--- src/rtl/counter_pkg.sv ---
// Shared types for the up/down timer-counter: terminal-count modes and control states.
package counter_pkg;

  typedef enum logic [1:0] {
    MODE_WRAP,
    MODE_SAT,
    MODE_ONESHOT,
    MODE_RSVD
  } mode_e;

  typedef enum logic [1:0] {
    ST_IDLE,
    ST_RUN,
    ST_DONE
  } state_e;

endpackage

--- src/rtl/counter_updown_timer_tick_prescaler.sv ---
// Clock divider for the timer: tick is combinational from the divider register,
// so a tick qualifies the count update on the same edge.
module tick_prescaler #(
  parameter int PRE_W = 4
) (
  input  logic             clk,
  input  logic             reset,
  input  logic             en,
  input  logic             clr,
  input  logic [PRE_W-1:0] prescale,
  output logic             tick
);

  logic [PRE_W-1:0] pre_cnt_q, pre_cnt_d;

  // >= rather than == so a divisor lowered mid-run below pre_cnt still ticks promptly
  assign tick = en && (pre_cnt_q >= prescale);

  always_comb begin
    pre_cnt_d = pre_cnt_q;
    if (clr) begin
      pre_cnt_d = '0;
    end else if (tick) begin
      pre_cnt_d = '0;
    end else if (en) begin
      pre_cnt_d = pre_cnt_q + PRE_W'(1);
    end
  end

  always_ff @(posedge clk or posedge reset) begin
    if (reset) begin
      pre_cnt_q <= '0;
    end else begin
      pre_cnt_q <= pre_cnt_d;
    end
  end

endmodule

--- src/rtl/counter_updown_timer.sv ---
// Up/down timer-counter with programmable limit, prescaler and wrap/saturate/one-shot
// terminal modes; per-cycle priority is load > stop > start > tick, all outputs registered.
module counter_updown_timer
  import counter_pkg::*;
#(
  parameter int WIDTH = 8,
  parameter int PRE_W = 4
) (
  input  logic             clk,
  input  logic             reset,
  input  logic             start,
  input  logic             stop,
  input  logic             load,
  input  logic [WIDTH-1:0] load_data,
  input  logic             dir,
  input  logic [1:0]       mode,
  input  logic [WIDTH-1:0] limit,
  input  logic [PRE_W-1:0] prescale,
  output logic [WIDTH-1:0] count,
  output logic             tc,
  output logic             running,
  output logic             done
);

  state_e           state_q, state_d;
  logic [WIDTH-1:0] count_q, count_d;
  logic             tc_q, tc_d;
  logic             running_q, done_q;
  logic             pre_clr;
  logic             tick;
  logic             terminal;

  tick_prescaler #(.PRE_W(PRE_W)) u_prescaler (
    .clk      (clk),
    .reset    (reset),
    .en       (state_q == ST_RUN),
    .clr      (pre_clr),
    .prescale (prescale),
    .tick     (tick)
  );

  assign terminal = dir ? (count_q >= limit) : (count_q == '0);

  always_comb begin
    state_d = state_q;
    count_d = count_q;
    tc_d    = 1'b0;
    pre_clr = 1'b0;
    if (load) begin
      count_d = load_data;
      pre_clr = 1'b1;
      if (state_q == ST_DONE) state_d = ST_IDLE;
    end else if (stop) begin
      pre_clr = 1'b1;
      if (state_q == ST_RUN) state_d = ST_IDLE;
    end else if (start && (state_q != ST_RUN)) begin
      state_d = ST_RUN;
      pre_clr = 1'b1;
    end else if ((state_q == ST_RUN) && tick) begin
      if (!terminal) begin
        count_d = dir ? (count_q + WIDTH'(1)) : (count_q - WIDTH'(1));
      end else begin
        tc_d = 1'b1;
        case (mode_e'(mode))
          MODE_SAT:     count_d = count_q;
          MODE_ONESHOT: state_d = ST_DONE;
          default:      count_d = dir ? '0 : limit;
        endcase
      end
    end
  end

  always_ff @(posedge clk or posedge reset) begin
    if (reset) begin
      state_q   <= ST_IDLE;
      count_q   <= '0;
      tc_q      <= 1'b0;
      running_q <= 1'b0;
      done_q    <= 1'b0;
    end else begin
      state_q   <= state_d;
      count_q   <= count_d;
      tc_q      <= tc_d;
      running_q <= (state_d == ST_RUN);
      done_q    <= (state_d == ST_DONE);
    end
  end

  assign count   = count_q;
  assign tc      = tc_q;
  assign running = running_q;
  assign done    = done_q;

endmodule
--- config.mk ---
export PLATFORM = sky130hd
export DESIGN_NAME = counter_updown_timer
export DESIGN_NICKNAME = d
export VERILOG_FILES = /design/src/rtl/counter_pkg.sv /design/src/rtl/counter_updown_timer_tick_prescaler.sv /design/src/rtl/counter_updown_timer.sv
export SDC_FILE = /design/constraint.sdc
export NUM_CORES = 1
export LEC_CHECK = 0
export CAP_MARGIN = 20
export CORE_ASPECT_RATIO = 0.8
export CORE_MARGIN = 5
export CORE_UTILIZATION = 50
export CTS_CLUSTER_DIAMETER = 50
export CTS_CLUSTER_SIZE = 30
export DETAILED_ROUTE_END_ITERATION = 8
export PLACE_DENSITY = 0.86
export RECOVER_POWER = 25
export SYNTH_ARGS = -nofsm -noshare
export SYNTH_HDL_FRONTEND = slang
export SYNTH_HIERARCHICAL = 1
export SYNTH_SLANG_ARGS = --single-unit
export TNS_END_PERCENT = 20
--- constraint.sdc ---
create_clock -name clk -period 2.6 [get_ports clk]
set_input_delay 0.52 -clock clk [delete_from_list [all_inputs] [get_ports clk]]
set_output_delay 0.52 -clock clk [all_outputs]
set_load 0.1 [all_outputs]
**After elaboration in Yosys (flattened, before gate mapping)**

Index checks and enable logic that the tools add are counted.

- Add/subtract/negate cells: 3
- Multiply operators: 0
- Divide/modulo/power cells: 0
- Order comparisons: 2
- Eq/ne operators: 10
- Shifts and indexed selects: 0
- Muxes and demuxes: 28
- Bitwise logic cells: 0
- Reductions and logical operators: 8

Operators with widths:

| operator | number |
|---|---|
| 2-to-1 mux 8 bit | 8 |
| 2-to-1 mux 2 bit | 8 |
| 2-to-1 mux 4 bit | 3 |
| 2-to-1 mux 1 bit | 9 |
| adder 8 x 1 -> 8 bit, second input constant | 1 |
| greater-or-equal comparator 8 bit | 1 |
| logical NOT 8 bit | 1 |
| subtractor 8 x 1 -> 8 bit, second input constant | 1 |
| equality test 2 x 1 -> 1 bit, second input constant | 3 |
| equality test 2 bit, second input constant | 3 |
| adder 4 x 1 -> 4 bit, second input constant | 1 |
| greater-or-equal comparator 4 bit | 1 |
| != test 2 x 1 -> 1 bit, second input constant | 2 |
| AND reduction 4 bit | 1 |
| logical AND 1 bit | 3 |
| != test 3 bit, second input constant | 1 |
| nonzero test 3 bit | 1 |
| != test 2 bit, second input constant | 1 |
| nonzero test 2 bit | 1 |
| OR reduction 2 bit | 1 |

- Bits in registers: 17
- Latch bits: 0
- RAM bits: 0
- Memory bits (read-only): 0
- Input port bits: 28
- Output and inout port bits: 11
- Logic and storage cells: 57
- Memories: 0

**Logic depth before layout (Yosys ltp)**

Gate-level depths: netlist of run 1.

- Depth in word-level cells: 8
- Mapped depth: 11
- Depth with buffers taken out: 10

**Cells and area by module**

Netlist of run 1, hierarchy kept.

By module, submodules not included:

| module | times used | cells an instance | area an instance (µm²) | seq. area each (µm²) |
|---|---|---|---|---|
| counter_updown_timer | 1 | 147 | 1247.4 | 325.3 |
| tick_prescaler | 1 | 37 | 346.6 | 100.1 |

**Least setup slack after synthesis of run 1**

Ideal clock, no wire load.

- Kind: register to register
- Start point: reg count_q[0], in the netlist count[0]
- End point: reg count_q[3], in the netlist count[3]
- Library setup time: 0.124 ns
- Arrival time: 2.583 ns
- Required time: 2.476 ns
- Slack: -0.107 ns
- Cell stages (with the launch flop): 10
- Buffers on the path: 1
- Clock period less this slack: 2.707 ns
- Path through: dfrtp_1 -> inv_1 -> ha_1 -> nor3b_1 -> o21a_1 -> a211o_1 -> buf_6 -> a221o_1 -> o21ai_2 -> a21oi_2

- Cells in the longest elaborated chain, start to end: 7
- Elaborated cells on any way between the ends: 13
- Those cells by class: 2 x add/sub; 1 x order compare; 1 x eq/ne; 7 x mux; 2 x reduce/logical

RTL lines:

| element | line | RTL |
|---|---|---|
| start: declaration | counter_updown_timer.sv:26 | `logic [WIDTH-1:0] count_q, count_d;` |
| start signal: assignment | counter_updown_timer.sv:82 | `count_q <= count_d;` |
| subtractor 8 x 1 -> 8 bit, or another cell as far along | counter_updown_timer.sv:61 | `count_d = dir ? (count_q + WIDTH'(1)) : (count_q - WIDTH'(1));` |
| 2-to-1 mux 8 bit / 2-to-1 mux 1 bit (equally long branches) | counter_updown_timer.sv:61, counter_updown_timer.sv:42 |  |
| 2-to-1 mux 8 bit | counter_updown_timer.sv:60 | `if (!terminal) begin` |
| 2-to-1 mux 8 bit | counter_updown_timer.sv:59 | `end else if ((state_q == ST_RUN) && tick) begin` |
| 2-to-1 mux 8 bit | counter_updown_timer.sv:56 | `end else if (start && (state_q != ST_RUN)) begin` |
| 2-to-1 mux 8 bit | counter_updown_timer.sv:53 | `end else if (stop) begin` |
| 2-to-1 mux 8 bit | counter_updown_timer.sv:49 | `if (load) begin` |

Several ways; a longest one is shown, not always the timed one. The select of a mux whose other input is x is not followed.
A chain may end at the register's enable or synchronous reset.

**Worst setup path after layout of run 1**

- Start point: in limit[4]
- End point: reg count_q[2], in the netlist count[2]

- Cells in the longest elaborated chain, start to end: 7
- Elaborated cells on any way between the ends: 9
- Those cells by class: 1 x order compare; 1 x eq/ne; 6 x mux; 1 x reduce/logical

RTL lines:

| element | line | RTL |
|---|---|---|
| start: declaration | counter_updown_timer.sv:17 | `input logic [WIDTH-1:0] limit,` |
| greater-or-equal comparator 8 bit * | counter_updown_timer.sv:42 | `assign terminal = dir ? (count_q >= limit) : (count_q == '0);` |
| 2-to-1 mux 1 bit * | counter_updown_timer.sv:42 |  |
| 2-to-1 mux 8 bit | counter_updown_timer.sv:60 |  |
| 2-to-1 mux 8 bit | counter_updown_timer.sv:59 |  |
| 2-to-1 mux 8 bit | counter_updown_timer.sv:56 |  |
| 2-to-1 mux 8 bit | counter_updown_timer.sv:53 |  |
| 2-to-1 mux 8 bit | counter_updown_timer.sv:49 |  |

Mark *: on every way between the ends. The rest lies on a longest branch, timed or not. The select of a mux whose other input is x is not followed.

==> results of run 1 <==
-- cell type report --
| class | count | share of cell area, % |
|---|---|---|
| tap | 40 | 2.308 |
| inverter | 22 | 3.808 |
| sequential | 17 | 19.68 |
| multi-input combinational | 141 | 49.28 |
| clock buffer | 4 | 2.077 |
| timing repair buffer | 57 | 22.85 |
-- power groups by stage --
stage          clock (W)  combinational (W)  sequential (W)
2_1_floorplan          0           0.000333        0.000553
3_3_place_gp           0           0.000741        0.000360
3_5_place_dp           0           0.000750        0.000361
4_1_cts         0.000200           0.000754        0.000356
5_1_grt         0.000213           0.000818        0.000363
6_report        0.000200           0.000758        0.000356
-- cell usage after synthesis (all sizes together), types with 3 or more instances --
| cell | number | area (um^2) |
|---|---|---|
| inv | 22 | 82.58 |
| nor3b | 3 | 22.52 |
| ha | 20 | 250.2 |
| o22ai | 6 | 37.54 |
| a21oi | 19 | 98.85 |
| xnor2 | 6 | 52.55 |
| o2111ai | 3 | 26.28 |
| nand2b | 6 | 45.04 |
| nor2 | 9 | 36.29 |
| dfrtp | 17 | 425.4 |
| nor3 | 4 | 20.02 |
| nand3 | 6 | 30.03 |
| and2 | 3 | 18.77 |
| a221o | 3 | 30.03 |
| a211oi | 6 | 57.56 |
| nand2 | 7 | 26.28 |
| a21o | 5 | 37.54 |
| o21ai | 12 | 63.81 |
| a31oi | 3 | 18.77 |
-- metrics by stage --
step           util (%)  hold slack [ps]  std cells  cell area [um^2]  total power, W
2_1_floorplan         -            286.1        184              1595       0.0008861
3_3_place_gp      68.61            518.7        277              2117        0.001101
3_5_place_dp      68.61            523.2        277              2117        0.001111
4_1_cts           70.07            488.4        281              2162        0.001311
5_1_grt           70.28            579.4        281              2168        0.001394
6_report          70.28            532.8        281              2168        0.001314
-- sequential cells by signal (all words and copies together) (netlist names) --
name and flops:
count 8, done 1, running 1, state_q 2
tc 1, u_prescaler/pre_cnt_q 4
-- critical path, delay by kind of cell --
kind | cells | cell delay (ps)
adders and majority gates | 1 | 310
AOI/OAI and AO/OA | 6 | 1100
buffers and inverters | 3 | 730
-- worst paths after layout --
| check | startpoint | endpoint | slack, ps | depth (start not counted) |
|---|---|---|---|---|
| worst min-delay path | state_q[0] | state_q[0] | 530 | 1 |
| min in group asynchronous | reset | u_prescaler/pre_cnt_q[2] | 620 | 2 |
| worst min register to register | state_q[0] | state_q[0] | 530 | 1 |
| max in group asynchronous | reset | count[0] | 1440 | 2 |
| worst max register to register | u_prescaler/pre_cnt_q[0] | count[1] | 410 | 11 |
| worst max-delay path | limit[4] | count[2] | 130 | 10 |
-- timing repair --
item	CTS	global route
resized for setup	0	4
setup endpoints to repair	0	4
hold buffers	0	0
-- kinds of logic (layout without fill, tap and decap cells) --
logic type	after synthesis	after routing	synth area share (%)
adder cells (fa/ha/maj)	21	21	16.95
AND/OR/NAND/NOR	44	44	16.41
AO/OA/AOI/OAI	70	70	29.99
flip-flops	17	17	26.69
XOR/XNOR	6	6	3.297
buffers and inverters	26	83	6.672
-- metal layers --
metal  wire length (um)  part of all wire, %  vias to the layer above
met5                  0                    0                        -
met4                  0                    0                        0
met3                377                  9.1                        0
met2               1801                   43                       69
met1               1963                   47                      708
li1                   -                    -                      802
==> results by group, run 1 <==
STA
  • Worst slew pin tran: 541.9 ps
  • Unrepaired setup endpoints after global routing: no
  • Period utilisation layout: 95.12%
  • Hold Violations, Final: 0
  • Final min period: about 2500 ps
  • Slew HR: 63.83%
  • Worst Clk Skew: ~3.2 ps
  • Fmax: 0.4043 GHz
  • Max Slew Vio Count: 0
  • # setup viols final: 0
  • Setup TNS: 0 ps
  • Final Worst Setup Slack: 126.8 ps

Synthesis
  • YS warnings: 6
  • Top FF cell, synth: dfrtp_1
  • Mapped Cells: 184
  • FF+latch count, synth: 17
  • Syn Area/Cell: 8.663 um^2
  • Cell Area, Synth: 0.001594 mm^2
  • Syn Nets: 233
  • Synth async-reset ratio: 100.0%
  • EDFF count, synth: 0
  • Cell variety after synth: 44
  • Sequential area share after synthesis: 26.69%

Finish
  • Commonest non-fill, non-tap cells in the layout: buf_4, clkdlybuf4s50_1, inv_1
  • Most common cell after layout, fill and taps aside: buf_4
  • Fill cell count: 255
  • Antenna diodes: 0
  • Proportion of layout cells with a drive suffix above 1: between 10% and 20%
  • Synth-to-layout area growth: 36.03%
  • Area of the multi-input gates: 0.001069 mm^2
  • Nets@finish: around 290
  • Register area: ~430 um^2

Setup path
  • CP Launch Type: primary input
  • Most frequent CP cell: a21oi_1
  • Max Fanout on Critical Path: 8
  • Max incr delay on CP: roughly 490 ps
  • WP data arrival: ~2700 ps
  • Critical Path Sink Type: register
  • Critical path class: primary input to register
  • CP max stage cell: clkdlybuf4s50_1
  • CP Cell Sequence: clkdlybuf4s50_1 -> inv_1 -> ha_1 -> o2111a_1 -> a211oi_1 -> a211o_1 -> buf_4 -> a21oi_1 -> a21o_1 -> a21oi_1
  • Required @ worst endpoint: approximately 2800 ps

Placement
  • Post-DP HPWL: about 3300 um
  • Setup WS pre-CTS: -118.1 ps
  • Placer Congestion: 0.8239
  • Port Buf Inserts: 38

Pwr
  • Sw Share: 46.53%
  • Worst vdd ir: 0.4833 mV
  • Comb pwr share: 57.7%
  • Seq pwr share: 27.1%
  • Switching power of the nets: 0.0006115 W
  • PD cells: between 600 and 700 mW/mm^2
  • Internal: 0.0007028 W
  • Clock share of power: 15.2%
  • Leak pwr: 1.003 nW

Run
  • Max-Cap Viols: 0

Detailed routing
  • Vias/cell: 5.619
  • First-pass DRT Iterations: 4
  • Avg WL per Cell: 14.74 um
  • DRC: 0
  • Vias: 1,579
  • Drt first-iter violations: 134
  • Post-Route WL: approximately 4100 um
  • ANT nets after route: 0

Clock network
  • Clock Pin Slew Worst Setup and Hold Paths: 70 ps
  • Num CTS Buffers: 3
  • H-tree level count: 1
  • CTS Buffer Depth: 2
  • Root Driver: clkbuf_8
  • Clock sinks: 17
  • CTS tree: built
  • # Post-CTS Setup Buffers: 0
  • Clk_lat worst skew: 250 ps

GRT
  • Largest net degree at the start of global routing: 16
  • Busiest grt layer: met2
  • M1 GR Usage: between 20% and 30%
  • GR Util met3: 4.470%
  • Vias in the first global route: 1,502
  • Met2 Track Usage GR: 30.19%
  • Total Routing Usage GR: 19.82%
  • First-pass GRT wire length: between 6000 and 7000 um
  • Initial antenna violation count: 0
  • GRT overflow: 0

Die
  • # rows: 18
  • Core ar.: 0.003085 mm^2
  • DIE AREA: 0.004424 mm^2
  • Initial Util: 51.66%
  • Die Y-Extent: approximately 61 um
  • Io pins: 39
  • Die W: roughly 73 um

Hold path
  • Min-delay worst type: register to register

Outcome
  • Outcome: finished clean
No activity file was read; power rests on OpenSTA's default activity.
==> run 2: changes to the inputs <==
--- a/config.mk
+++ b/config.mk
@@ -6,7 +6,6 @@
 export NUM_CORES = 1
 export LEC_CHECK = 0
 export CAP_MARGIN = 20
-export CORE_ASPECT_RATIO = 0.8
 export CORE_MARGIN = 5
 export CORE_UTILIZATION = 50
 export CTS_CLUSTER_DIAMETER = 50
==> run 2 against run 1 <==
Net effect:
- global-route usage is 1.0 points lower
- critical path type unchanged
- largest cell class unchanged
- setup slack improved by 61 ps
- clock skew up 6.8 ps
- wire length decreased by 4.1%
- highest routed layer is now met4
- flip-flop and latch count unchanged
- via count fell by 0.13%
==> results by group, run 2 (synthesized netlist as in run 1, its figures left out) <==
Setup path
  • CP Launch Type: primary input (unchanged)
  • Reg-to-reg endpoint: state_q[1] (was count[1])
  • Critical path class: primary input to register (unchanged)
  • Max incr delay on CP: 490 ps (about the same)
  • Critical Path Sink Type: register (unchanged)
  • Reg2reg setup slack: 410 ps (about the same)
  • CP Cell Sequence: clkdlybuf4s50_1 -> inv_1 -> ha_1 -> o211ai_1 -> o21a_1 -> a211o_1 -> buf_4 -> nor3_1 -> a21oi_1 -> o211ai_1 (was clkdlybuf4s50_1 -> inv_1 -> ha_1 -> o2111a_1 -> a211oi_1 -> a211o_1 -> buf_4 -> a21oi_1 -> a21o_1 -> a21oi_1)
  • Required @ worst endpoint: 2810 ps (was 2780 ps)
  • R2r startpoint: count[3] (was u_prescaler/pre_cnt_q[0])
  • WP data arrival: 2620 ps (was 2660 ps)
  • Reg2Reg Depth: 8 (was 11)
  • CP max stage cell: clkdlybuf4s50_1 (unchanged)
  • Most frequent CP cell: o211ai_1 (was a21oi_1)
  • Max Fanout on Critical Path: 7 (was 8)

STA
  • Final min period: 2412 ps (was 2473 ps)
  • # setup viols final: 0 (unchanged)
  • Setup TNS: 0 ps (unchanged)
  • Hold Violations, Final: 0 (unchanged)
  • Slew HR: 63.46% (was 63.83%)
  • Period utilisation layout: 92.77% (was 95.12%)
  • Unrepaired setup endpoints after global routing: no (unchanged)
  • Worst slew pin tran: 547.5 ps (was 541.9 ps)
  • Max Slew Vio Count: 0 (unchanged)
  • Fmax: 0.4146 GHz (was 0.4043 GHz)
  • Final Worst Setup Slack: 188.0 ps (was 126.8 ps)
  • Worst Clk Skew: 10.01 ps (was 3.207 ps)

Clock network
  • # Post-CTS Setup Buffers: 0 (unchanged)
  • Clock sinks: 17 (unchanged)
  • H-tree level count: 1 (unchanged)
  • Hold_buf cts: 0 (unchanged)
  • Post-CTS Resized: 0 (unchanged)
  • Num CTS Buffers: 3 (unchanged)
  • Root Driver: clkbuf_4 (was clkbuf_8)
  • Clock Pin Slew Worst Setup and Hold Paths: 110 ps (was 70 ps)
  • CTS Buffer Depth: 2 (unchanged)
  • CTS tree: built (unchanged)
  • Clk_lat worst skew: 290 ps (was 250 ps)

Pwr
  • PD cells: 590.2 mW/mm^2 (was 606.1 mW/mm^2)
  • Worst vdd ir: 0.3293 mV (was 0.4833 mV)
  • Leak pwr: 0.9712 nW (was 1.003 nW)

Detailed routing
  • DRC: 0 (unchanged)
  • ANT nets after route: 0 (unchanged)
  • Vias/cell: 5.632 (was 5.619)
  • Avg WL per Cell: 14.18 um (was 14.74 um)
  • Post-Route WL: 3970 um (was 4141 um)
  • Vias: 1,577 (was 1,579)
  • Drt first-iter violations: 52 (was 134)
  • First-pass DRT Iterations: 4 (unchanged)

Finish
  • Antenna diodes: 0 (unchanged)
  • Fin area: 0.002112 mm^2 (was 0.002168 mm^2)
  • Fill cell count: 269 (was 255)
  • Nets@finish: 286 (was 291)
  • Synth-to-layout area growth: 32.50% (was 36.03%)
  • Largest register FFs: 8 (unchanged)
  • Most common cell after layout, fill and taps aside: clkdlybuf4s50_1 (was buf_4)
  • Finished Core Util: 69.18% (was 70.28%)
  • Commonest non-fill, non-tap cells in the layout: clkdlybuf4s50_1, buf_4, inv_1 (was buf_4, clkdlybuf4s50_1, inv_1)
  • Proportion of layout cells with a drive suffix above 1: 16.10% (was 18.26%)

Die
  • Die Y-Extent: 66.46 um (was 60.50 um)
  • Core ar.: 0.003053 mm^2 (was 0.003085 mm^2)
  • Io pins: 39 (unchanged)
  • DIE AREA: 0.004417 mm^2 (was 0.004424 mm^2)
  • # rows: 20 (was 18)
  • Die W: 66.46 um (was 73.13 um)
  • Initial Util: 52.21% (was 51.66%)

GRT
  • GRT overflow: 0 (unchanged)
  • First-pass GRT wire length: 6548 um (was 6906 um)
  • Vias in the first global route: 1,478 (was 1,502)
  • Initial antenna violation count: 0 (unchanged)
  • Largest net degree at the start of global routing: 17 (was 16)
  • Total Routing Usage GR: 18.79% (was 19.82%)

Hold path
  • Min-delay worst type: primary input to asynchronous set/reset pin (was register to register)

Placement
  • Setup WS pre-CTS: -94.87 ps (was -118.1 ps)
  • Port Buf Inserts: 38 (unchanged)
  • Post-DP HPWL: 3242 um (was 3328 um)
  • Total placed instance area: 0.002085 mm^2 (was 0.002117 mm^2)
  • Placer Congestion: 0.8253 (was 0.8239)

Run
  • Max-Cap Viols: 0 (unchanged)

Outcome
  • Outcome: finished clean (unchanged)
-- run 2: cell count changes in the layout (fill, tap and decap cells not counted) --
| cell | delta |
|---|---|
| buf_4 | -5 |
| clkbuf_4 | +3 |
| clkbuf_8 | -3 |
| a21oi_1 | +1 |
| a21oi_2 | -1 |
| and2_1 | +1 |
| and2_4 | -1 |
| clkbuf_1 | -1 |
| clkinv_2 | +1 |
| o21ai_0 | +1 |
| o21ai_1 | -1 |
-- run 2: area by class of cell --
cell class,instances,area (um^2),share of cell area [%]
clock buffers,3,22.52,1.066
clock inverters,1,5.005,0.2370
inverters,22,82.58,3.910
multi-input cells,141,1062,50.30
flip-flops and latches,17,426.7,20.20
well taps,44,55.05,2.607
repair buffers,52,457.9,21.68
-- run 2: through the flow --
stage / instances / total power (W) / hold WS (ps)
after floorplan: 184 / 0.0008861 / 286.1
after global placement: 276 / 0.001090 / 521.2
after detailed placement: 276 / 0.001103 / 533.5
after CTS: 280 / 0.001251 / 425.2
after global routing: 280 / 0.001332 / 546.9
final: 280 / 0.001246 / 559.2
-- run 2: worst max-delay path by stage --
stage	startpoint	to	slack [ps]	cells past startpoint
finish	limit[1]	state_q[1]	190	10
global route	dir	count[7]	30	9
CTS	limit[6]	count[2]	210	10
detailed placement	limit[3]	state_q[1]	-90	10
global placement	limit[3]	count[0]	-60	9
floorplan	count[1]	count[3]	20	8
-- run 2: where the power goes --
part           leakage [nW]  switching, W  internal [W]  total [W]
Clock                0.0177     0.0000876     0.0000572   0.000145
Sequential            0.215     0.0000595      0.000296   0.000355
Combinational         0.739      0.000455      0.000292   0.000747
-- run 2: critical path: cells and delay by family --
| family | cells | cell delay (ps) |
|---|---|---|
| adders and majority gates | 1 | 280 |
| AOI/OAI and AO/OA | 5 | 890 |
| and+or+nand+nor | 1 | 200 |
| buffers and inverters | 3 | 720 |
-- run 2: layer usage --
layer / up-vias / share of wire [%] / global-route usage (%)
met1: 736 / 45 / 24.95
met3: 2 / 5.3 / 2.867
met5: - / 0 / 0
met2: 44 / 49 / 32.09
li1: 795 / - / -
met4: 0 / 0.35 / 4.061
